===== src/rtl/mem_port_arbiter.sv =====
// Shared memory port arbiter for the fetch and memory stages.
// Data accesses win over fetches; each access has a bounded wait.
module mem_port_arbiter #(
    parameter int Address_Width  = 32,
    parameter int Data_Width     = 32,
    parameter int Timeout_Cycles = 16
) (
    input  logic                     i_CLK,
    input  logic                     i_RST_N,
    input  logic                     i_IF_Req,
    input  logic [Address_Width-1:0] i_IF_Addr,
    output logic                     o_IF_Valid,
    output logic [Data_Width-1:0]    o_IF_RData,
    input  logic                     i_DM_Req,
    input  logic                     i_DM_We,
    input  logic [Address_Width-1:0] i_DM_Addr,
    input  logic [Data_Width-1:0]    i_DM_WData,
    output logic                     o_DM_Valid,
    output logic [Data_Width-1:0]    o_DM_RData,
    input  logic                     i_Flush_IF,
    output logic                     o_Stall_F,
    output logic                     o_Stall_M,
    output logic                     o_Mem_Req,
    output logic                     o_Mem_We,
    output logic [Address_Width-1:0] o_Mem_Addr,
    output logic [Data_Width-1:0]    o_Mem_WData,
    input  logic                     i_Mem_Ready,
    input  logic [Data_Width-1:0]    i_Mem_RData,
    output logic                     o_Timeout_Err
);

    localparam int CW = $clog2(Timeout_Cycles + 1);

    typedef enum logic [1:0] {
        IDLE,
        DATA,
        FETCH,
        DROP
    } state_e;

    state_e                   state_q, state_d;
    logic [CW-1:0]            cnt_q, cnt_d;
    logic [Address_Width-1:0] addr_q, addr_d;
    logic                     we_q, we_d;
    logic [Data_Width-1:0]    wdata_q, wdata_d;
    logic                     if_valid_q, if_valid_d;
    logic [Data_Width-1:0]    if_rdata_q, if_rdata_d;
    logic                     dm_valid_q, dm_valid_d;
    logic [Data_Width-1:0]    dm_rdata_q, dm_rdata_d;
    logic                     err_q, err_d;
    logic                     timeout;

    // Wait limit hit on a cycle where memory still is not ready.
    assign timeout = (cnt_q == CW'(Timeout_Cycles)) && !i_Mem_Ready;

    // Next-state, latch and response logic for the access FSM.
    always_comb begin
        state_d    = state_q;
        cnt_d      = cnt_q;
        addr_d     = addr_q;
        we_d       = we_q;
        wdata_d    = wdata_q;
        if_valid_d = 1'b0;
        if_rdata_d = if_rdata_q;
        dm_valid_d = 1'b0;
        dm_rdata_d = dm_rdata_q;
        err_d      = err_q;
        unique case (state_q)
            IDLE: begin
                cnt_d = '0;
                // A requester with Valid high is completing; skip it.
                if (i_DM_Req && !dm_valid_q) begin
                    state_d = DATA;
                    addr_d  = i_DM_Addr;
                    we_d    = i_DM_We;
                    wdata_d = i_DM_WData;
                end else if (i_IF_Req && !if_valid_q) begin
                    state_d = FETCH;
                    addr_d  = i_IF_Addr;
                    we_d    = 1'b0;
                    wdata_d = '0;
                end
            end
            DATA: begin
                if (i_Mem_Ready) begin
                    state_d    = IDLE;
                    dm_valid_d = 1'b1;
                    dm_rdata_d = we_q ? '0 : i_Mem_RData;
                end else if (timeout) begin
                    state_d    = IDLE;
                    dm_valid_d = 1'b1;
                    dm_rdata_d = '0;
                    err_d      = 1'b1;
                end else begin
                    cnt_d = cnt_q + CW'(1);
                end
            end
            FETCH: begin
                // A flush coinciding with completion just discards the word.
                if (i_Mem_Ready) begin
                    state_d = IDLE;
                    if (!i_Flush_IF) begin
                        if_valid_d = 1'b1;
                        if_rdata_d = i_Mem_RData;
                    end
                end else if (timeout) begin
                    state_d = IDLE;
                    err_d   = 1'b1;
                    if (!i_Flush_IF) begin
                        if_valid_d = 1'b1;
                        if_rdata_d = '0;
                    end
                end else if (i_Flush_IF) begin
                    state_d = DROP;
                    cnt_d   = '0;
                end else begin
                    cnt_d = cnt_q + CW'(1);
                end
            end
            DROP: begin
                if (i_Mem_Ready) begin
                    state_d = IDLE;
                end else if (timeout) begin
                    state_d = IDLE;
                    err_d   = 1'b1;
                end else begin
                    cnt_d = cnt_q + CW'(1);
                end
            end
            default: begin
                state_d = IDLE;
            end
        endcase
    end

    // State and datapath registers with synchronous active-low reset.
    always_ff @(posedge i_CLK) begin
        if (!i_RST_N) begin
            state_q    <= IDLE;
            cnt_q      <= '0;
            addr_q     <= '0;
            we_q       <= 1'b0;
            wdata_q    <= '0;
            if_valid_q <= 1'b0;
            if_rdata_q <= '0;
            dm_valid_q <= 1'b0;
            dm_rdata_q <= '0;
            err_q      <= 1'b0;
        end else begin
            state_q    <= state_d;
            cnt_q      <= cnt_d;
            addr_q     <= addr_d;
            we_q       <= we_d;
            wdata_q    <= wdata_d;
            if_valid_q <= if_valid_d;
            if_rdata_q <= if_rdata_d;
            dm_valid_q <= dm_valid_d;
            dm_rdata_q <= dm_rdata_d;
            err_q      <= err_d;
        end
    end

    assign o_Mem_Req     = (state_q != IDLE);
    assign o_Mem_We      = (state_q == DATA) && we_q;
    assign o_Mem_Addr    = addr_q;
    assign o_Mem_WData   = wdata_q;
    assign o_IF_Valid    = if_valid_q;
    assign o_IF_RData    = if_rdata_q;
    assign o_DM_Valid    = dm_valid_q;
    assign o_DM_RData    = dm_rdata_q;
    assign o_Timeout_Err = err_q;

    // Stalls are combinational so a stage releases in its Valid cycle.
    assign o_Stall_F = i_IF_Req && !if_valid_q;
    assign o_Stall_M = i_DM_Req && !dm_valid_q;

endmodule


===== config.mk =====
export PLATFORM = sky130hd
export DESIGN_NAME = mem_port_arbiter
export DESIGN_NICKNAME = d
export VERILOG_FILES = /design/src/rtl/mem_port_arbiter.sv
export SDC_FILE = /design/constraint.sdc
export NUM_CORES = 1
export LEC_CHECK = 0
export ABC_AREA = 1
export BUFFER_PORTS_ARGS = -buffer_cell sky130_fd_sc_hd__buf_2
export CORE_AREA = 10 10 155 186
export DETAILED_ROUTE_END_ITERATION = 16
export DIE_AREA = 0 0 165 196
export PLACE_DENSITY = 0.49
export SETUP_SLACK_MARGIN = 0.05
export SYNTH_ARGS = -nofsm -noshare
export SYNTH_HDL_FRONTEND = slang
export SYNTH_SLANG_ARGS = --single-unit

===== constraint.sdc =====
create_clock -name i_CLK -period 1.8 [get_ports i_CLK]
set_input_delay 0.27 -clock i_CLK [delete_from_list [all_inputs] [get_ports i_CLK]]
set_output_delay 0.27 -clock i_CLK [all_outputs]
set_load 0.005 [all_outputs]

# ---- Yosys cells after proc, flatten, opt, wreduce, memory -nomap -nowiden
# Index checks and enable logic that the tools add are counted.
dict set report totals {
  reg_bits 139
  input_bits 135
  out_inout_bits 135
  word_cells 78
}
dict set report op_classes {
  n_addsub 1
  n_eq_ne 13
  muxes 32
  bitwise 1
  reduce_logical 21
}
# cell count
set op_table {}
lappend op_table {{2-to-1 mux 32 bit} 11}
lappend op_table {{2-to-1 mux 5 bit} 5}
lappend op_table {{case mux 5 bit (3 select lines)} 1}
lappend op_table {{2-to-1 mux 2 bit} 7}
lappend op_table {{inequality test 2 bit (second input constant)} 6}
lappend op_table {{AND reduction 2 bit} 4}
lappend op_table {{AND reduction 4 bit} 2}
lappend op_table {{2-to-1 mux 1 bit} 7}
lappend op_table {{case mux 2 bit (3 select lines)} 1}
lappend op_table {{AND reduction 3 bit} 2}
lappend op_table {{nonzero test 2 bit} 3}
lappend op_table {{adder 5 x 1 -> 5 bit (second input constant)} 1}
lappend op_table {{== test 5 bit (second input constant)} 1}
lappend op_table {{== test 2 bit (second input constant)} 2}
lappend op_table {{logical AND 1 bit} 4}
lappend op_table {{inequality test 4 bit (second input constant)} 1}
lappend op_table {{zero test 1 bit} 3}
lappend op_table {{inequality test 3 x 1 -> 1 bit (second input constant)} 1}
lappend op_table {{inequality test 3 bit (second input constant)} 1}
lappend op_table {{OR reduction 3 bit} 1}
lappend op_table {{== test 2 x 1 -> 1 bit (second input constant)} 1}
lappend op_table {{zero test 2 bit} 1}
lappend op_table {{OR reduction 2 bit} 1}
lappend op_table {{NOT 1 bit} 1}

# ---- Longest topological paths before layout
# Gate-level depths: netlist (run 1).
dict set report depth {
  word_depth 5
  depth_mapped 11
  ltp_nobuf 11
}

# ---- Worst setup path after synthesis (run 1)
# No wires, ideal clock.
dict set report synth_path {
  path_kind {register to register}
  start {register cnt_q[0]}
  end {register if_rdata_q[25] (netlist: o_IF_RData[25])}
  setup_ns 0.070
  t_arrival_ns 1.300
  t_required_ns 1.730
  slack_ns 0.429
  stages_incl_launch_ff 11
  path_buffers 1
  synth_period_minus_slack_ns 1.371
  cell_sequence {dfxtp_1 -> inv_1 -> ha_1 -> nand2_1 -> inv_1 -> nand2_2 -> nand2_4 -> nand2_1 -> buf_4 -> nand2_1 -> a21oi_1}
}
dict set report synth_via {
  elab_chain_len 4
  elab_cells_between_ends 5
  cone_classes {2 x eq/ne; 3 x reduce/logical}
}
# item line_no
set synth_lines {}
lappend synth_lines {{start, declared} 42} ;# logic [CW-1:0] cnt_q, cnt_d;
lappend synth_lines {{start signal, assigned} 151} ;# cnt_q <= cnt_d;
lappend synth_lines {{== test 5 bit (*)} 54} ;# assign timeout = (cnt_q == CW'(Timeout_Cycles)) && !i_Mem_Ready;
lappend synth_lines {{logical AND 1 bit (*)} 54}
lappend synth_lines {{inequality test 2 bit (no source line) / nonzero test 2 bit (equally long branches)} n/a}
lappend synth_lines {{AND reduction 4 bit (no source line) (*)} n/a}
lappend synth_lines {{end signal, assigned} 156} ;# if_rdata_q <= if_rdata_d;
lappend synth_lines {{end, declared} 47} ;# logic [Data_Width-1:0] if_rdata_q, if_rdata_d;
# Every way passes the cells marked *; elsewhere a longest branch is shown, timed or not.
# A chain may end at the register's enable or synchronous reset.

# ---- Worst setup path after layout (run 1)
dict set report layout_path {
  start {register dm_valid_q (netlist: o_DM_Valid)}
  end {output o_Stall_M}
}
dict set report layout_via {
  elab_chain_len 2
}
# item line_no
set layout_lines {}
lappend layout_lines {{start, declared} 48} ;# logic dm_valid_q, dm_valid_d;
lappend layout_lines {{start signal, assigned} 157} ;# dm_valid_q <= dm_valid_d;
lappend layout_lines {{zero test 1 bit} 175} ;# assign o_Stall_M = i_DM_Req && !dm_valid_q;
lappend layout_lines {{logical AND 1 bit} 175}
lappend layout_lines {{end, declared} 22} ;# output logic o_Stall_M,
# No other way between the ends.

==> results of run 1 <==
per-layer routing:
metal | routed length (um) | part of all wire, % | track usage [%] | vias to the layer above
met5 | 0 | 0 | 0 | -
met2 | 11000 | 51 | 22.4 | 159
met4 | 476 | 2.2 | 4.96 | 0
met1 | 8640 | 40 | 14.8 | 2654
li1 | - | - | - | 3074
met3 | 1500 | 6.9 | 4.21 | 21
kinds of logic after synthesis:
group           count (synthesis)
fa+ha+maj                       2
compound gates                104
simple gates                  469
buf+inv                       104
flops                         139
cells in the final DEF (no fill, tap or decap), types with 2 or more instances in the layout:
cell type                    count
sky130_fd_sc_hd__ha_1            2
sky130_fd_sc_hd__a21oi_1        69
sky130_fd_sc_hd__o21ai_0        34
sky130_fd_sc_hd__nor3_1          3
sky130_fd_sc_hd__inv_6           5
sky130_fd_sc_hd__nand2_2         3
sky130_fd_sc_hd__nand4_1         3
sky130_fd_sc_hd__inv_1          47
sky130_fd_sc_hd__inv_2           4
sky130_fd_sc_hd__dfxtp_1       138
sky130_fd_sc_hd__clkinvlp_4      5
sky130_fd_sc_hd__buf_2         269
sky130_fd_sc_hd__buf_4           9
sky130_fd_sc_hd__clkbuf_16      17
sky130_fd_sc_hd__nor2_1         75
sky130_fd_sc_hd__nand2_1       308
sky130_fd_sc_hd__nand3_1        71
sky130_fd_sc_hd__buf_12          9
cell type report:
| class | count | area [um^2] |
|---|---|---|
| Inverter | 52 | 198 |
| Sequential cell | 139 | 2780 |
| Multi-Input combinational cell | 575 | 2470 |
| Clock buffer | 18 | 439 |
| Clock inverter | 14 | 136 |
| Fill cell | 2848 | 17100 |
| Timing Repair Buffer | 287 | 1590 |
| Tap cell | 330 | 413 |
flip-flops by register name (all words and copies together), names as in the netlist:
signal,cells
o_IF_Valid,1
o_DM_RData,32
o_Timeout_Err,1
we_q,1
o_Mem_WData,32
o_Mem_Addr,32
state_q,2
cnt_q,5
o_DM_Valid,1
o_IF_RData,32
stage by stage:
step                      cell area, um^2  worst slack, ps  util, %  cells
final                                8030              192     31.9   1415
after global routing                 8030             99.5     31.9   1415
after CTS                            8030              117     31.9   1415
after detailed placement             7460              290     29.7   1383
after global placement               7460              315     29.7   1383
after floorplan                      5720              429        -    818
how the worst min path moves through the flow:
| stage | start | end | cells past startpoint |
|---|---|---|---|
| 2_1_floorplan | i_DM_WData[2] | o_Mem_WData[2]$_SDFFE_PN0P_ | 2 |
| 3_3_place_gp | o_Mem_WData[23]$_SDFFE_PN0P_ | o_Mem_WData[23]$_SDFFE_PN0P_ | 2 |
| 3_5_place_dp | o_Mem_WData[16]$_SDFFE_PN0P_ | o_Mem_WData[16]$_SDFFE_PN0P_ | 2 |
| 4_1_cts | i_DM_WData[27] | o_Mem_WData[27]$_SDFFE_PN0P_ | 3 |
| 5_1_grt | i_DM_WData[10] | o_Mem_WData[10]$_SDFFE_PN0P_ | 3 |
| 6_report | i_DM_WData[27] | o_Mem_WData[27]$_SDFFE_PN0P_ | 3 |
power by group through the flow:
stage	registers [mW]	clock network, mW	logic [mW]
2_1_floorplan	3.67	0	1.04
3_3_place_gp	3.63	0	1.96
3_5_place_dp	3.64	0	1.95
4_1_cts	3.57	3.57	1.95
5_1_grt	3.61	3.71	2.16
6_report	3.57	3.45	1.90
worst min-delay path: stages:
cell	delay (ps)
sky130_fd_sc_hd__buf_2	90
sky130_fd_sc_hd__nand2_1	50
sky130_fd_sc_hd__a21oi_1	50
==> run metrics, run 1 <==
Diodes inserted=0; CP max-delay cell=sky130_fd_sc_hd__dfxtp_1; io pins=270; Worst-Skew Late Latency=420 ps; maximum level of the CTS H-tree=4; unrepaired setup endpoints after global routing=false; cells after synthesis=818; number of global-route vias before repair=5808; final routed wire length divided by cell count=15.3 um; part of the total power dissipated in the clock network=38.7%; Data arrival, critical path=1340 ps; total detailed-routing wirelength=21600 um; iteration-0 DRC count of the detailed router=between 200 and 250; DRC violation count after routing=0; number of antenna violations at the first check in global routing=0; buffers added on ports=269; share of the clock period used by the worst path=between 80% and 90%; pin count of the biggest net entering global routing=68; warnings from Yosys=0; internal power consumption=6.12 mW; CTS clk-pin slew, worst paths=70 ps; Clock Path Buffers=2; initial standard-cell utilization of the core=22.8%; dominant cell type by area after synthesis=sky130_fd_sc_hd__dfxtp_1; Slew Limit Headroom=slightly below 80%; cell with the most instances after synthesis=sky130_fd_sc_hd__nand2_1; Setup Skew=~13 ps; GPL Wtd Cong=around 0.82; syn_area_per_cell=6.99 um^2; Synth Area in Adders=less than 1%; number of stages on the worst setup path=5; sequential share of the synthesized area=48.6%; combinational cell fraction of total power=21.3%; destination of the worst register-to-register timing path=o_IF_RData[8]$_SDFFE_PN0P_; count of state elements after synthesis=between 100 and 150; endpoint of the most critical setup path=o_Stall_M; family with the most delay on the worst path=buffers and inverters; detailed-route vias per instance=4.18; first-pass GRT wire length=33300 um; stage delay of the slowest cell on the critical path=380 ps; xor and xnor fraction of the mapped netlist area=0%; layout cell share with drive strength beyond 1=a little under a third; largest family of logic cells by synthesized area=simple AND/OR/NAND/NOR gates; kind of path behind the tightest hold check=input port to register; number of buffers inserted for hold repair after clock tree synthesis=0; overall power of the completed layout=8.92 mW; max-cap violation count=0; compound-gate portion of the synthesized area=9.10%; outcome=finished, final reports clean; number of pins with negative max-slew slack in the final report=0; final hold violations=0; buffer cell driving the clock tree root=sky130_fd_sc_hd__clkbuf_16; global routing usage summed across all routing layers=between 10% and 20%; worst reg2reg path startpoint=cnt_q[0]$_SDFFE_PN0P_; nets in the synthesized netlist=955; TritonCTS buffer count=17; power share of the sequential group=40.0%; standard cell core area=25100 um^2; cell-by-cell listing of the critical path=inv_1, nand2_1, inv_2, buf_12, buf_2; via count=5908; height of the die=196 um; Total Neg Setup Slack=0 ps; number of iterations in the first detailed-routing pass=6; largest cells by area after synthesis=sky130_fd_sc_hd__dfxtp_1, sky130_fd_sc_hd__nand2_1, sky130_fd_sc_hd__nand3_1; antenna-violating nets left=0; measured slew at the worst slew-check pin=345 ps; Buffers & Inverters on Critical Path=4; x dimension of the die=165 um; EDFF count, synth=0; depth of the most critical reg-to-reg path=10; clock tree from TritonCTS=built; path type of the worst setup path=register to output port; most common flop cell mapped by yosys=sky130_fd_sc_hd__dfxtp_1; Post-Syn Area=5720 um^2; setup repair bufs after CTS=0; maximum fanout along the worst path=34; share of Yosys cell area claimed by the top area cell type=approximately half; Synth top cells by count=sky130_fd_sc_hd__nand2_1, sky130_fd_sc_hd__dfxtp_1, sky130_fd_sc_hd__nor2_1; post-synthesis async set-or-reset flop share=0%; worst reg-to-reg setup slack=280 ps; NumNets Final=1209; standby leakage power=4.21 nW; type of element capturing the critical path=output port; PostCTS Resize Cnt=0; power per unit of standard cell area=1110 nW/um^2; Std-Cell Rows=64; highest achievable clock rate=a little over 600 MHz; time the worst path needs with I/O delays and setup=between 1500 and 2000 ps; Critical Path Start=o_DM_Valid$_SDFF_PN0_; switching share of power=31.4%; CP startpoint kind=register; Sink Count=139; post-synthesis to final-layout area growth=40.4%; multiplexer share of the synthesized area=0%; required time of the critical path=1530 ps; number of unique standard cell types used by synthesis=24; DIE AREA=32300 um^2; global-route congestion overflow total=0; switching component of the power=roughly 2.8 mW; sum of net half-perimeters after detailed placement=16000 um; Final Setup Violations=0; Post-Route Hold Slack=~91 ps; area fraction in and, or, nand and nor cells after synthesis=between 30% and 40%; Worst IR Drop VDD=0.700 mV
No activity file was read; power rests on OpenSTA's default activity.
==> run 2: changes to the inputs <==
--- a/config.mk
+++ b/config.mk
@@ -7,10 +7,10 @@
 export LEC_CHECK = 0
 export ABC_AREA = 1
 export BUFFER_PORTS_ARGS = -buffer_cell sky130_fd_sc_hd__buf_2
-export CORE_AREA = 10 10 155 186
+export CORE_AREA = 10 10 121 145
 export DETAILED_ROUTE_END_ITERATION = 16
-export DIE_AREA = 0 0 165 196
-export PLACE_DENSITY = 0.49
+export DIE_AREA = 0 0 131 155
+export PLACE_DENSITY = 0.73
 export SETUP_SLACK_MARGIN = 0.05
 export SYNTH_ARGS = -nofsm -noshare
 export SYNTH_HDL_FRONTEND = slang
==> run metrics, run 2 (synthesis results as in run 1) <==
outcome=finished, final reports clean (unchanged); io pins=270 (unchanged); pin count of the biggest net entering global routing=68 (unchanged); CP max-delay cell=sky130_fd_sc_hd__dfxtp_1 (unchanged); Data arrival, critical path=1340 ps (about the same); Setup Skew=8.11 ps (was 13.2 ps); path type of the worst setup path=register to output port (unchanged); combinational cell fraction of total power=19.7% (was 21.3%); number of pins with negative max-slew slack in the final report=0 (unchanged); Final Setup Violations=0 (unchanged); worst reg-to-reg setup slack=240 ps (was 280 ps); share of the clock period used by the worst path=89.4% (was 89.3%); clock tree from TritonCTS=built (unchanged); TritonCTS buffer count=17 (unchanged); kind of path behind the tightest hold check=input port to register (unchanged); time the worst path needs with I/O delays and setup=1610 ps (about the same); Slew Limit Headroom=55.3% (was 77.0%); global routing usage summed across all routing layers=17.8% (was 13.1%); layout cell share with drive strength beyond 1=30.8% (was 30.7%); number of antenna violations at the first check in global routing=2 (was 0); GPL Wtd Cong=0.837 (was 0.820); DRC violation count after routing=0 (unchanged); sum of net half-perimeters after detailed placement=14100 um (was 16000 um); maximum fanout along the worst path=34 (unchanged); measured slew at the worst slew-check pin=671 ps (was 345 ps); Final Worst Setup Slack=191 ps (was 192 ps); first-pass GRT wire length=28800 um (was 33300 um); antenna-violating nets left=0 (unchanged); fill cell count=1494 (was 2848); Worst IR Drop VDD=0.761 mV (was 0.700 mV); number of global-route vias before repair=5593 (was 5808); power share of the sequential group=39.0% (was 40.0%); placement-stage worst setup slack=230 ps (was 290 ps); type of element capturing the critical path=output port (unchanged); Total Neg Setup Slack=0 ps (unchanged); cell-by-cell listing of the critical path=inv_1, nand2_1, inv_2, buf_8, buf_2 (was inv_1, nand2_1, inv_2, buf_12, buf_2); switching component of the power=2.69 mW (was 2.80 mW); Clock Path Buffers=2 (unchanged); number of cells in the finished layout apart from fillers=1292 (was 1415); final routed wire length divided by cell count=14.8 um (was 15.3 um); number of placed cells counting well taps=1258 (was 1383); overall power of the completed layout=9.15 mW (was 8.92 mW); power per unit of standard cell area=1160 nW/um^2 (was 1110 nW/um^2); standard cell core area=14800 um^2 (was 25100 um^2); total detailed-routing wirelength=19100 um (was 21600 um); leading cell type in the layout, fill and taps excluded=sky130_fd_sc_hd__nand2_1 (unchanged); standby leakage power=4.22 nW (was 4.21 nW); part of the total power dissipated in the clock network=41.3% (was 38.7%); CTS clk-pin slew, worst paths=60 ps (was 70 ps); commonest cells after routing, fill and taps aside=sky130_fd_sc_hd__nand2_1, sky130_fd_sc_hd__buf_2, sky130_fd_sc_hd__dfxtp_1 (unchanged); buffers added on ports=269 (unchanged); unrepaired setup endpoints after global routing=false (unchanged); stage delay of the slowest cell on the critical path=330 ps (was 380 ps); x dimension of the die=131 um (was 165 um); post-synthesis to final-layout area growth=37.6% (was 40.4%); maximum level of the CTS H-tree=4 (unchanged); final hold violations=0 (unchanged); iteration-0 DRC count of the detailed router=281 (was 223); required time of the critical path=1530 ps (about the same); Sink Count=139 (unchanged); detailed-route vias per instance=4.64 (was 4.18); buffer cell driving the clock tree root=sky130_fd_sc_hd__clkbuf_16 (unchanged); height of the die=155 um (was 196 um); Worst-Skew Late Latency=410 ps (was 420 ps); via count=5990 (was 5908); global-route congestion overflow total=0 (unchanged); highest achievable clock rate=622 MHz (about the same); Std-Cell Rows=49 (was 64); CP startpoint kind=register (unchanged); switching share of power=29.4% (was 31.4%); NumNets Final=1210 (was 1209); internal power consumption=6.45 mW (was 6.12 mW); number of iterations in the first detailed-routing pass=5 (was 6); max-cap violation count=0 (unchanged); DIE AREA=20300 um^2 (was 32300 um^2); initial standard-cell utilization of the core=38.7% (was 22.8%)
run 2: path summary, 6_finish.rpt:
path         cells after the start                           end                   startpoint
min                              3  o_Mem_WData[25]$_SDFFE_PN0P_               i_DM_WData[25]
max                              5                     o_Stall_M        o_DM_Valid$_SDFF_PN0_
min reg2reg                      2   o_Mem_WData[8]$_SDFFE_PN0P_  o_Mem_WData[8]$_SDFFE_PN0P_
max reg2reg                     10    o_IF_RData[5]$_SDFFE_PN0P_        cnt_q[0]$_SDFFE_PN0P_
run 2: power groups by stage:
stage               Combinational [mW]  Clock [mW]  Sequential, mW
finish                            1.80        3.78            3.57
global route                      2.04        3.99            3.61
CTS                               1.83        3.85            3.57
detailed placement                1.83           0            3.64
global placement                  1.81           0            3.62
floorplan                         1.04           0            3.67
run 2: through the flow:
step	utilization, %	hold slack (ps)	cell area (um^2)
6_report	53.3	99.4	7870
5_1_grt	53.3	94.1	7870
4_1_cts	53.2	81.6	7860
3_5_place_dp	48.9	449	7220
3_3_place_gp	48.9	444	7220
2_1_floorplan	-	417	5720
run 2: area by class of cell:
cell class                      count  area, um^2  area share, %
Multi-Input combinational cell    575        2470           31.4
Antenna cell                        2        5.00         0.0636
Timing Repair Buffer              288        1520           19.3
Clock inverter                     15         215           2.73
Sequential cell                   139        2780           35.4
Inverter                           52         198           2.51
Clock buffer                       17         425           5.40
Tap cell                          204         255           3.24
run 2: critical path, delay by kind of cell, from the launching register on:
| family | cells | cell delay, ps |
|---|---|---|
| buffers and inverters | 4 | 500 |
| DFF | 1 | 330 |
| and+or+nand+nor | 1 | 80 |
run 2: timing repair:
item | CTS | global route
resized for setup | 1 | 2
setup buffers | 0 | 0
endpoints found under the hold margin | 0 | 0
hold buffers | 0 | 0
gates cloned | 0 | 0
endpoints found under the setup margin | 1 | 2
run 2: layer usage:
metal	GRT usage (%)	wire [um]	vias up
met2	30.7	9750	192
met5	0	0	-
li1	-	-	3073
met4	7.00	504	0
met3	6.15	1560	31
met1	19.5	7250	2694
==> run 3: changes to the inputs <==
--- a/config.mk
+++ b/config.mk
@@ -7,11 +7,14 @@
 export LEC_CHECK = 0
 export ABC_AREA = 1
 export BUFFER_PORTS_ARGS = -buffer_cell sky130_fd_sc_hd__buf_2
-export CORE_AREA = 10 10 121 145
+export CELL_PAD_IN_SITES_DETAIL_PLACEMENT = 1
+export CELL_PAD_IN_SITES_GLOBAL_PLACEMENT = 2
+export CORE_AREA = 10 10 152 183
 export DETAILED_ROUTE_END_ITERATION = 16
-export DIE_AREA = 0 0 131 155
-export PLACE_DENSITY = 0.73
+export DIE_AREA = 0 0 162 193
+export PLACE_DENSITY = 0.84
 export SETUP_SLACK_MARGIN = 0.05
+export SLEW_MARGIN = 5
 export SYNTH_ARGS = -nofsm -noshare
 export SYNTH_HDL_FRONTEND = slang
 export SYNTH_SLANG_ARGS = --single-unit
==> run metrics, run 3 (synthesis results as in run 1) <==
clock tree from TritonCTS=built (unchanged); Worst-Skew Late Latency=420 ps (was 410 ps); Clock Path Buffers=2 (unchanged); overall power of the completed layout=9.01 mW (was 9.15 mW); worst reg-to-reg setup slack=270 ps (was 240 ps); post-synthesis to final-layout area growth=40.4% (was 37.6%); detailed-route vias per instance=4.31 (was 4.64); share of the clock period used by the worst path=89.8% (was 89.4%); io pins=270 (unchanged); pin count of the biggest net entering global routing=68 (unchanged); launch instance of the worst min-delay path=i_DM_WData[15] (was i_DM_WData[25]); maximum fanout along the worst path=5 (was 34); maximum level of the CTS H-tree=4 (unchanged); CP startpoint kind=register (unchanged); Critical Path Start=state_q[1]$_SDFFE_PN0P_ (was o_DM_Valid$_SDFF_PN0_); final hold violations=0 (unchanged); number of stages on the worst hold path=3 (unchanged); via count=6084 (was 5990); buffer cell driving the clock tree root=sky130_fd_sc_hd__clkbuf_16 (unchanged); highest achievable clock rate=619 MHz (was 622 MHz); depth of the most critical reg-to-reg path=10 (unchanged); CP max-delay cell=sky130_fd_sc_hd__dfxtp_1 (unchanged); final routed wire length divided by cell count=16.4 um (was 14.8 um); global-route congestion overflow total=0 (unchanged); Final Setup Violations=0 (unchanged); number of buffers inserted for hold repair after clock tree synthesis=0 (unchanged); power per unit of standard cell area=1120 nW/um^2 (was 1160 nW/um^2); CTS clk-pin slew, worst paths=70 ps (was 60 ps); required time of the critical path=1530 ps (about the same); type of element capturing the critical path=output port (unchanged); initial standard-cell utilization of the core=23.6% (was 38.7%); TritonCTS buffer count=17 (unchanged); number of iterations in the first detailed-routing pass=4 (was 5); time the worst path needs with I/O delays and setup=1620 ps (was 1610 ps); Post-DP Area=7420 um^2 (was 7220 um^2); Slew Limit Headroom=52.2% (was 55.3%); finished layout cell area=8030 um^2 (was 7870 um^2); family with the most delay on the worst path=flip-flops (was buffers and inverters); Sink Count=139 (unchanged); sum of net half-perimeters after detailed placement=17200 um (was 14100 um); measured slew at the worst slew-check pin=717 ps (was 671 ps); Buffers & Inverters on Critical Path=2 (was 4); Final Worst Setup Slack=184 ps (was 191 ps); Total Neg Setup Slack=0 ps (unchanged); height of the die=193 um (was 155 um); leading cell type in the layout, fill and taps excluded=sky130_fd_sc_hd__nand2_1 (unchanged); kind of path behind the tightest hold check=input port to register (unchanged); iteration-0 DRC count of the detailed router=241 (was 281); path type of the worst setup path=register to output port (unchanged); max-cap violation count=0 (unchanged); stage delay of the slowest cell on the critical path=360 ps (was 330 ps); commonest cells after routing, fill and taps aside=sky130_fd_sc_hd__nand2_1, sky130_fd_sc_hd__buf_2, sky130_fd_sc_hd__dfxtp_1 (unchanged); end point of the most critical hold path=o_Mem_WData[15]$_SDFFE_PN0P_ (was o_Mem_WData[25]$_SDFFE_PN0P_); number of pins with negative max-slew slack in the final report=0 (unchanged); destination of the worst register-to-register timing path=o_IF_RData[3]$_SDFFE_PN0P_ (was o_IF_RData[5]$_SDFFE_PN0P_); placement-stage worst setup slack=212 ps (was 230 ps); cell-by-cell listing of the critical path=nor2_2, inv_1, buf_2 (was inv_1, nand2_1, inv_2, buf_8, buf_2); buffers added on ports=269 (unchanged); GPL Wtd Cong=0.766 (was 0.837); worst reg2reg path startpoint=cnt_q[0]$_SDFFE_PN0P_ (unchanged); Setup Skew=13.4 ps (was 8.11 ps); setup repair bufs after CTS=0 (unchanged); outcome=finished, final reports clean (unchanged); Worst IR Drop VDD=0.611 mV (was 0.761 mV); antenna-violating nets left=0 (unchanged); Data arrival, critical path=1350 ps (was 1340 ps); standard cell core area=24300 um^2 (was 14800 um^2); global routing usage summed across all routing layers=14.5% (was 17.8%); DIE AREA=31300 um^2 (was 20300 um^2); standby leakage power=4.21 nW (was 4.22 nW); number of global-route vias before repair=6419 (was 5593); x dimension of the die=162 um (was 131 um); DRC violation count after routing=0 (unchanged); first-pass GRT wire length=36100 um (was 28800 um); total detailed-routing wirelength=23100 um (was 19100 um); Std-Cell Rows=63 (was 49); layout cell share with drive strength beyond 1=30.7% (was 30.8%); number of antenna violations at the first check in global routing=1 (was 2); unrepaired setup endpoints after global routing=false (unchanged); NumNets Final=1208 (was 1210)
==> run 3: where the power goes <==
group          switching, mW  internal (mW)
sequential             0.172           3.40
clock                   1.56           1.96
combinational           1.18          0.735
total                   2.91           6.10
==> run 3: timing repair <==
action | CTS | global route
endpoints found under the setup margin | 1 | 2
resized for setup | 1 | 2
cloned | 0 | 1
pin swaps | 0 | 0
==> run 3: through the flow <==
step / hold WS [ps] / utilization, % / std cells
4_1_cts: 78.9 / 33.0 / 1408
2_1_floorplan: 417 / - / 818
3_3_place_gp: 440 / 30.6 / 1376
5_1_grt: 89.5 / 33.1 / 1410
6_report: 98.1 / 33.1 / 1410
3_5_place_dp: 451 / 30.6 / 1376
==> run 3: per-layer routing <==
metal	routed length [um]	track usage, %
met1	9830	16.8
met2	11500	25.2
met3	1460	4.57
met4	276	4.03
met5	0	0
==> run 3: worst reg2reg max path, stage by stage, from the launching register on <==
cell	delay, ps
sky130_fd_sc_hd__dfxtp_1	350
sky130_fd_sc_hd__inv_1	80
sky130_fd_sc_hd__ha_1	190
sky130_fd_sc_hd__nand2_1	60
sky130_fd_sc_hd__inv_1	40
sky130_fd_sc_hd__nand2_2	120
sky130_fd_sc_hd__nand2_4	90
sky130_fd_sc_hd__nand2_1	120
sky130_fd_sc_hd__buf_12	200
sky130_fd_sc_hd__nand2_1	80
sky130_fd_sc_hd__a21oi_1	140
==> run 3: final cells by class <==
cell class | count | area, um^2
Sequential cell | 139 | 2780
Inverter | 52 | 200
Timing Repair Buffer | 286 | 1590
Fill cell | 3144 | 16200
Multi-Input combinational cell | 575 | 2470
Antenna cell | 1 | 2.50
Tap cell | 325 | 407
Clock buffer | 17 | 425
Clock inverter | 15 | 153
==> run 3: how the worst max path moves through the flow <==
stage	endpoint	slack, ps	cells past startpoint
after floorplan	o_IF_RData[25]$_SDFFE_PN0P_	430	10
after global placement	o_Mem_Addr[6]$_SDFFE_PN0P_	230	7
after detailed placement	o_Mem_Addr[17]$_SDFFE_PN0P_	210	7
after CTS	o_Mem_We	80	3
after global routing	cnt_q[4]$_SDFFE_PN0P_	60	10
final	o_Mem_Req	180	3
